### src/rtl/led_pkg.sv
// Shared definitions for the LED event blinker: state encoding, board-scale
// and sim-scale timing constants, and a width helper.
package led_pkg;

  typedef enum logic [1:0] {
    ST_IDLE = 2'd0,
    ST_ON   = 2'd1,
    ST_OFF  = 2'd2
  } state_t;

  localparam int BOARD_ON_CYCLES   = 50_000_000;
  localparam int BOARD_OFF_CYCLES  = 25_000_000;
  localparam int BOARD_MAX_PENDING = 15;

  localparam int SIM_ON_CYCLES     = 4;
  localparam int SIM_OFF_CYCLES    = 2;
  localparam int SIM_MAX_PENDING   = 3;

  // $clog2 of 1 is 0; keep every counter at least one bit wide.
  function automatic int cnt_width(input int n);
    return (n > 1) ? $clog2(n) : 1;
  endfunction

endpackage

### src/rtl/interval_timer.sv
// Restartable interval timer: counts 0..limit-1 after start and pulses done
// for the single cycle in which the terminal count is held.
module interval_timer #(
  parameter int CW = 26
) (
  input  logic        clk,
  input  logic        rst,
  input  logic        start,
  input  logic [CW:0] limit,
  output logic        done
);

  localparam logic [CW:0] ONE = (CW+1)'(1);

  logic [CW-1:0] count;
  logic          run;

  // limit is one bit wider than count so a power-of-two period still fits.
  assign done = run && ({1'b0, count} == (limit - ONE));

  always_ff @(posedge clk) begin
    if (rst) begin
      run   <= 1'b0;
      count <= '0;
    end else if (start) begin
      run   <= 1'b1;
      count <= '0;
    end else if (done) begin
      run   <= 1'b0;
      count <= '0;
    end else if (run) begin
      count <= count + CW'(1);
    end
  end

endmodule

### src/rtl/led_event_blinker.sv
// Turns one-cycle event pulses into fixed-length LED blinks, queuing events
// that arrive mid-blink in a saturating pending counter with sticky overflow.
module led_event_blinker
  import led_pkg::*;
#(
  parameter int  ON_CYCLES   = BOARD_ON_CYCLES,
  parameter int  OFF_CYCLES  = BOARD_OFF_CYCLES,
  parameter int  MAX_PENDING = BOARD_MAX_PENDING,
  localparam int PW          = $clog2(MAX_PENDING + 1)
) (
  input  logic          clk,
  input  logic          rst,
  input  logic          event_in,
  input  logic          clear_ovf,
  output logic          led_out,
  output logic          busy,
  output logic [PW-1:0] pending,
  output logic          overflow
);

  localparam int CW = cnt_width((ON_CYCLES > OFF_CYCLES) ? ON_CYCLES : OFF_CYCLES);
  localparam logic [CW:0]   ON_LIM  = (CW+1)'(ON_CYCLES);
  localparam logic [CW:0]   OFF_LIM = (CW+1)'(OFF_CYCLES);
  localparam logic [PW-1:0] PMAX    = PW'(MAX_PENDING);

  state_t      state, state_nxt;
  logic        start, deq, accept, drop, done;
  logic [CW:0] limit;

  // The timer restarts from zero on every phase change, so selecting the
  // limit from the registered state is always the phase being timed.
  assign limit = (state == ST_ON) ? ON_LIM : OFF_LIM;

  interval_timer #(.CW(CW)) u_timer (
    .clk   (clk),
    .rst   (rst),
    .start (start),
    .limit (limit),
    .done  (done)
  );

  always_comb begin
    state_nxt = state;
    start     = 1'b0;
    deq       = 1'b0;
    case (state)
      ST_IDLE: begin
        if (pending != '0) begin
          deq       = 1'b1;
          start     = 1'b1;
          state_nxt = ST_ON;
        end
      end
      ST_ON: begin
        if (done) begin
          start     = 1'b1;
          state_nxt = ST_OFF;
        end
      end
      ST_OFF: begin
        if (done) begin
          if (pending != '0) begin
            deq       = 1'b1;
            start     = 1'b1;
            state_nxt = ST_ON;
          end else begin
            state_nxt = ST_IDLE;
          end
        end
      end
      default: state_nxt = ST_IDLE;
    endcase
  end

  // A full queue still takes an event when a dequeue frees a slot this edge.
  assign accept = event_in && ((pending != PMAX) || deq);
  assign drop   = event_in && !accept;
  assign busy   = (state != ST_IDLE) || (pending != '0);

  always_ff @(posedge clk) begin
    if (rst) begin
      state    <= ST_IDLE;
      led_out  <= 1'b0;
      pending  <= '0;
      overflow <= 1'b0;
    end else begin
      state    <= state_nxt;
      led_out  <= (state_nxt == ST_ON);
      pending  <= pending + PW'(accept) - PW'(deq);
      if (drop)
        overflow <= 1'b1;
      else if (clear_ovf)
        overflow <= 1'b0;
    end
  end

endmodule
### config.mk
export PLATFORM = sky130hd
export DESIGN_NAME = led_event_blinker
export DESIGN_NICKNAME = d
export VERILOG_FILES = /design/src/rtl/led_pkg.sv /design/src/rtl/interval_timer.sv /design/src/rtl/led_event_blinker.sv
export SDC_FILE = /design/constraint.sdc
export NUM_CORES = 1
export LEC_CHECK = 0
export ABC_AREA = 1
export CORE_MARGIN = 2
export CORE_UTILIZATION = 55
export DETAILED_ROUTE_END_ITERATION = 16
export PLACE_DENSITY = 0.79
export SLEW_MARGIN = 20
export SYNTH_ARGS = -nofsm -noshare
export SYNTH_HDL_FRONTEND = slang
export SYNTH_SLANG_ARGS = --single-unit
### constraint.sdc
create_clock -name clk -period 4.7 [get_ports clk]
set_clock_uncertainty 0.2 [all_clocks]
set_input_delay 0.47 -clock clk [delete_from_list [all_inputs] [get_ports clk]]
set_output_delay 0.47 -clock clk [all_outputs]
set_load 0.03 [all_outputs]
After elaboration in Yosys (flattened, before gate mapping)
Cells that the tools add are included.
{ "totals": {"in_bits": 4, "wordCells": 42, "output_inout_bits": 7, "register_bits": 35} }
{ "classes": {"n_mux": 15, "reduce_logical": 12, "n_addsub": 4, "n_eq_ne": 5} }
{ "ops": {"columns": ["operator", "count"], "rows": [
  ["equality test 26 x 27 -> 1 bit", 1],
  ["subtractor 26 x 1 -> 27 bit, second input constant", 1],
  ["adder 26 x 1 -> 26 bit, second input constant", 1],
  ["two-way mux 26 bit", 1],
  ["two-way mux 1 bit", 8],
  ["two-way mux 2 bit", 3],
  ["case mux 2 bit (3 select lines)", 1],
  ["nonzero test 2 bit", 3],
  ["adder 4 x 1 -> 4 bit", 1],
  ["equality test 2 x 1 -> 1 bit, second input constant", 2],
  ["inequality test 4 bit, second input constant", 1],
  ["nonzero test 4 bit", 1],
  ["subtractor 4 x 1 -> 4 bit", 1],
  ["logical AND 1 bit", 3],
  ["case mux 1 bit (3 select lines)", 1],
  ["OR reduction 3 bit", 1],
  ["equality test 2 bit, second input constant", 1],
  ["zero test 2 bit", 1],
  ["logical OR 1 bit", 2],
  ["case mux 1 bit (2 select lines)", 1],
  ["zero test 1 bit", 1]
]} }

Depth between registers and ports, before layout
{ "depth": {"word_depth": 12, "mapped_depth": 17, "mapped_depth_nobuf": 17} }

By module
A second synthesis with hierarchy kept.
{ "unflattened": {"cells_unflattened": 490, "area_unflattened_um2": 2934.1} }
{ "modules_own_cells": {"columns": ["module", "area_per_inst_um2", "seq_area_each_um2", "cells_each", "n_inst"], "rows": [
  ["interval_timer", 2462.4, 540.5, 428, 1],
  ["led_event_blinker", 471.7, 160.2, 62, 1]
]} }

Least setup slack after synthesis
OpenSTA, ideal clock, no wires.
{ "synth_timing": {"path_kind": "reg-to-reg", "from": "reg pending[2]", "to": "reg pending[2]", "synth_period_minus_slack_ns": 2.496, "path_slack_ns": 2.204, "setup_ns": 0.119, "path_stages_with_launch": 15, "t_required_ns": 4.381, "t_arrival_ns": 2.176, "n_path_buf": 0, "cell_sequence": "dfxtp_1 -> inv_1 -> ha_1 -> nand2_1 -> nor2_1 -> nor2_1 -> nand2_4 -> nor2_2 -> inv_1 -> nand2_1 -> ha_1 -> inv_1 -> fa_1 -> o21ai_0 -> a21oi_1"} }
{ "synth_between": {"elab_chain_len": 8, "word_cells_on_any_way": 9, "classes_between": "add/sub: 2; eq/ne: 1; mux: 3; reduce/logical: 3"} }
{ "synth_rtl": {"columns": ["element", "line_no", "rtl"], "rows": [
  ["start: declaration", "led_event_blinker.sv:17", "output logic [PW-1:0] pending,"],
  ["start signal: assignment", "led_event_blinker.sv:89", "pending <= pending + PW'(accept) - PW'(deq);"],
  ["nonzero test 4 bit", "led_event_blinker.sv:48, led_event_blinker.sv:62", null],
  ["two-way mux 1 bit", "led_event_blinker.sv:48, led_event_blinker.sv:62", null],
  ["two-way mux 1 bit", "led_event_blinker.sv:61", "if (done) begin"],
  ["case mux 1 bit (2 select lines)", "led_event_blinker.sv:46", "case (state)"],
  ["logical OR 1 bit", "led_event_blinker.sv:76", "assign accept = event_in && ((pending != PMAX) || deq);"],
  ["logical AND 1 bit", "led_event_blinker.sv:76", null],
  ["adder 4 x 1 -> 4 bit", "led_event_blinker.sv:89", null],
  ["subtractor 4 x 1 -> 4 bit *", "led_event_blinker.sv:89", null]
]} }
Every way passes the cells marked *; elsewhere a longest branch is shown, timed or not.
A chain may end at the register's enable or synchronous reset.

Worst setup path in the final report
{ "layout_timing": {"from": "reg u_timer.run", "to": "reg pending[2]"} }
{ "layout_between": {"elab_chain_len": 7} }
{ "layout_rtl": {"columns": ["element", "line_no", "rtl"], "rows": [
  ["start: declaration", "interval_timer.sv:16", "logic run;"],
  ["start signal: assignment", "interval_timer.sv:23", "run <= 1'b0;"],
  ["start signal: assignment", "interval_timer.sv:26", "run <= 1'b1;"],
  ["start signal: assignment", "interval_timer.sv:29", "run <= 1'b0;"],
  ["logical AND 1 bit *", "interval_timer.sv:19", "assign done = run && ({1'b0, count} == (limit - ONE));"],
  ["two-way mux 1 bit *", "led_event_blinker.sv:61", null],
  ["case mux 1 bit (2 select lines) *", "led_event_blinker.sv:46", null],
  ["logical OR 1 bit", "led_event_blinker.sv:76", null],
  ["logical AND 1 bit", "led_event_blinker.sv:76", null],
  ["adder 4 x 1 -> 4 bit", "led_event_blinker.sv:89", null],
  ["subtractor 4 x 1 -> 4 bit *", "led_event_blinker.sv:89", null]
]} }
Marked as above.

==> metrics <==
status=finished, final reports clean; dominant cell type by area after synthesis=dfxtp_1; Critical Path End Type=flip-flop; final total power=between 800 and 900 uW; total number of vias=1,623; synthesized cell area=around 0.0019 mm^2; Via density=~5.0; fill count=between 300 and 400; total track usage=0.203; Worst Tran Pin Value=between 0.4 and 0.5 ns; Worst-path clk slew=about 0.11 ns; post-synthesis simple-gate area fraction=0.355; post-synthesis mux area share=0.00518; largest net degree at the start of global routing=27; xor/xnor share of the synthesized area=0.0998; EDFF count, synth=0; drt total wl=3580 um; CTS resizes=0; most instantiated cells after synthesis=nand2_1, nor2_1, inv_1; Avg Cell Area, Syn=about 7.3 um^2; TritonRoute pass-1 iters=5; global-route wire length before repair=approximately 6300 um; Starting Density=0.574; clock net sink count=35; Compound-Gate Fraction of Synth Area=0.0331; crit path launch type=flip-flop; Layout Nets=slightly below 300; Setup CP Type=flip-flop to flip-flop; largest family of logic cells by synthesized area=simple AND/OR/NAND/NOR gates; layout cells sized above 1=0.107; most frequent CP cell=nor2_2; post-synthesis sequential area ratio=0.363; Synthesized Nets=roughly 280; Leak=between 0.0007 and 0.0008 uW; WP data arrival=2.76 ns; TritonCTS buffer count=5; drt drc=0; DP HPWL=between 2000 and 3000 um; CP max stage delay=~0.50 ns; critical path cell sequence=nand2_1 > nor2_2 > nand3_1 > nor2_2 > nand3_4 > nand2_2 > nand2_4 > nor2_2 > inv_1 > nand2_1 > ha_1 > inv_1 > fa_1 > o21ai_0 > a21oi_1; Power per Cell Area=between 400 and 500 mW/mm^2; fin. max-slew vios=0; top cell type's share of synthesized area=0.363; Hold Path Origin=overflow$_SDFFE_PP0P_; slowest cell on the critical path=dfxtp_1; # Post-CTS Setup Buffers=0; average wire per standard cell=approximately 11 um; H-tree level count=2; Crit path max-delay family=simple AND/OR/NAND/NOR gates; worst reg2reg startpoint=u_timer.run$_SDFFE_PP0P_; io pins=11; Die W=roughly 63 um; slack of the critical path=between 1.5 and 2 ns; Iter 0 DRT Violations=between 90 and 100; worst hold path type=flip-flop to flip-flop; Post-Layout Cell Count=roughly 330; CTS tree=built; final worst-path cycle share=0.579; area grow syn2layout=10.9%; Hold Fails Final Rpt=0; Max Fclk=approximately 370 MHz; max_cap viols=0; Clock Tree Buf Depth=2; Yosys reg bits=35; antenna cells=0; unrepaired setup endpoints after global routing=no; multi-input logic area=around 0.0010 mm^2; Inst Count DP=around 320; DP Worst Slack=around 2.0 ns; Synth cell types=26; VDD IR max=roughly 0.29 mV; Rows=21; vias in the first global route=1,566; CP Max Fanout=8; worst path bufs/invs=2; Worst Path Required=4.74 ns; Min Hold Slack=0.272 ns; Mapped Cells=around 270; GPL Wtd Cong=0.919; Die Height=~63 um; initial antenna violation count=0; Rel. slew slack=0.703; clk_lat worst skew=~0.35 ns; root buf cell=clkbuf_4; Final ANT Viol Nets=0; leading post-synthesis cells by cell area=dfxtp_1, nand2_1, nor2_1; register area=approximately 700 um^2; I/O Buffers=10; total die area=0.00400 mm^2; fin crit period=approximately 2.7 ns; Synth async-reset ratio=0; crit path launch=u_timer.run$_SDFFE_PP0P_; fraction of the mapped netlist area in adder cells=0.0493; Synth Warn #=0; Post-CTS Hold Buffers=0; core area=approximately 0.0034 mm^2; ys flop type=dfxtp_1; GRT overflow=0; setup TNS=0 ns; # setup viols final=0
[final timing paths]
kind / endpoint / slack, ns / cells after the start
max: pending[2]$_SDFF_PP0_ / 1.98 / 15
min: overflow$_SDFFE_PP0P_ / 0.27 / 2
max reg2reg: pending[2]$_SDFF_PP0_ / 1.98 / 15
min reg2reg: overflow$_SDFFE_PP0P_ / 0.27 / 2
[power by group]
part,switching [uW],internal (uW)
logic,190,111
registers,31.0,326
clock network,99.7,126
total,321,563
[per-layer routing]
| metal | share of wire | track usage | up-vias |
|---|---|---|---|
| li1 | - | - | 851 |
| met1 | 0.43 | 0.215 | 717 |
| met2 | 0.49 | 0.351 | 51 |
| met3 | 0.071 | 0.0893 | 4 |
| met4 | 0.010 | 0.0842 | 0 |
| met5 | 0 | 0 | - |
[cells in the final DEF (no fill, tap or decap)]
| cell type | instances |
|---|---|
| nand2_1 | 48 |
| nor2_1 | 48 |
| inv_1 | 39 |
| dfxtp_1 | 35 |
| xor2_1 | 17 |
| nand3_1 | 16 |
| nor2_2 | 14 |
| clkdlybuf4s50_1 | 10 |
| a21oi_1 | 6 |
| nor3_1 | 6 |
| nand4_1 | 6 |
| ha_1 | 6 |
| xnor2_1 | 5 |
| clkbuf_4 | 5 |
| o21ai_0 | 4 |
| nor3_2 | 3 |
| nand3_4 | 2 |
| inv_2 | 1 |
| nand2_2 | 1 |
| nand2_4 | 1 |
| mux2i_1 | 1 |
| o21a_1 | 1 |
| nor4_1 | 1 |
| o22ai_1 | 1 |
| fa_1 | 1 |
| clkbuf_8 | 1 |
| clkinv_2 | 1 |
| bufinv_16 | 1 |
[state kept, by name (all words and copies together), names as in the netlist]
register and count:
u_timer.run 1, state 2, u_timer.count 26, overflow 1, led_out 1, pending 4
[metrics by stage]
step                utilization  cell area (um^2)
floorplan                     -              1930
global placement          0.611              2050
detailed placement        0.611              2050
CTS                       0.637              2140
global route              0.637              2140
finish                    0.637              2140
[final cells by class]
| cell class | instances | share of cell area |
|---|---|---|
| timing repair buffer | 10 | 0.0468 |
| clock inverter | 2 | 0.0164 |
| tap | 46 | 0.0269 |
| multi-input combinational | 188 | 0.489 |
| sequential | 35 | 0.327 |
| clock buffer | 6 | 0.0240 |
| inverter | 40 | 0.0701 |
[kinds of logic after synthesis]
kind of cell | after synthesis
multiplexers | 1
buffers and inverters | 43
adder cells (fa/ha/maj) | 7
AO/OA/AOI/OAI | 12
AND/OR/NAND/NOR | 146
XOR/XNOR | 22
flip-flops | 35
[worst min-delay path, delay by kind of cell, from the launching register on]
kind | cells | cell delay [ns]
DFF | 1 | 0.32
AOI/OAI and AO/OA | 1 | 0.06
and+or+nand+nor | 1 | 0.06
(Power assumes the default switching activity.)
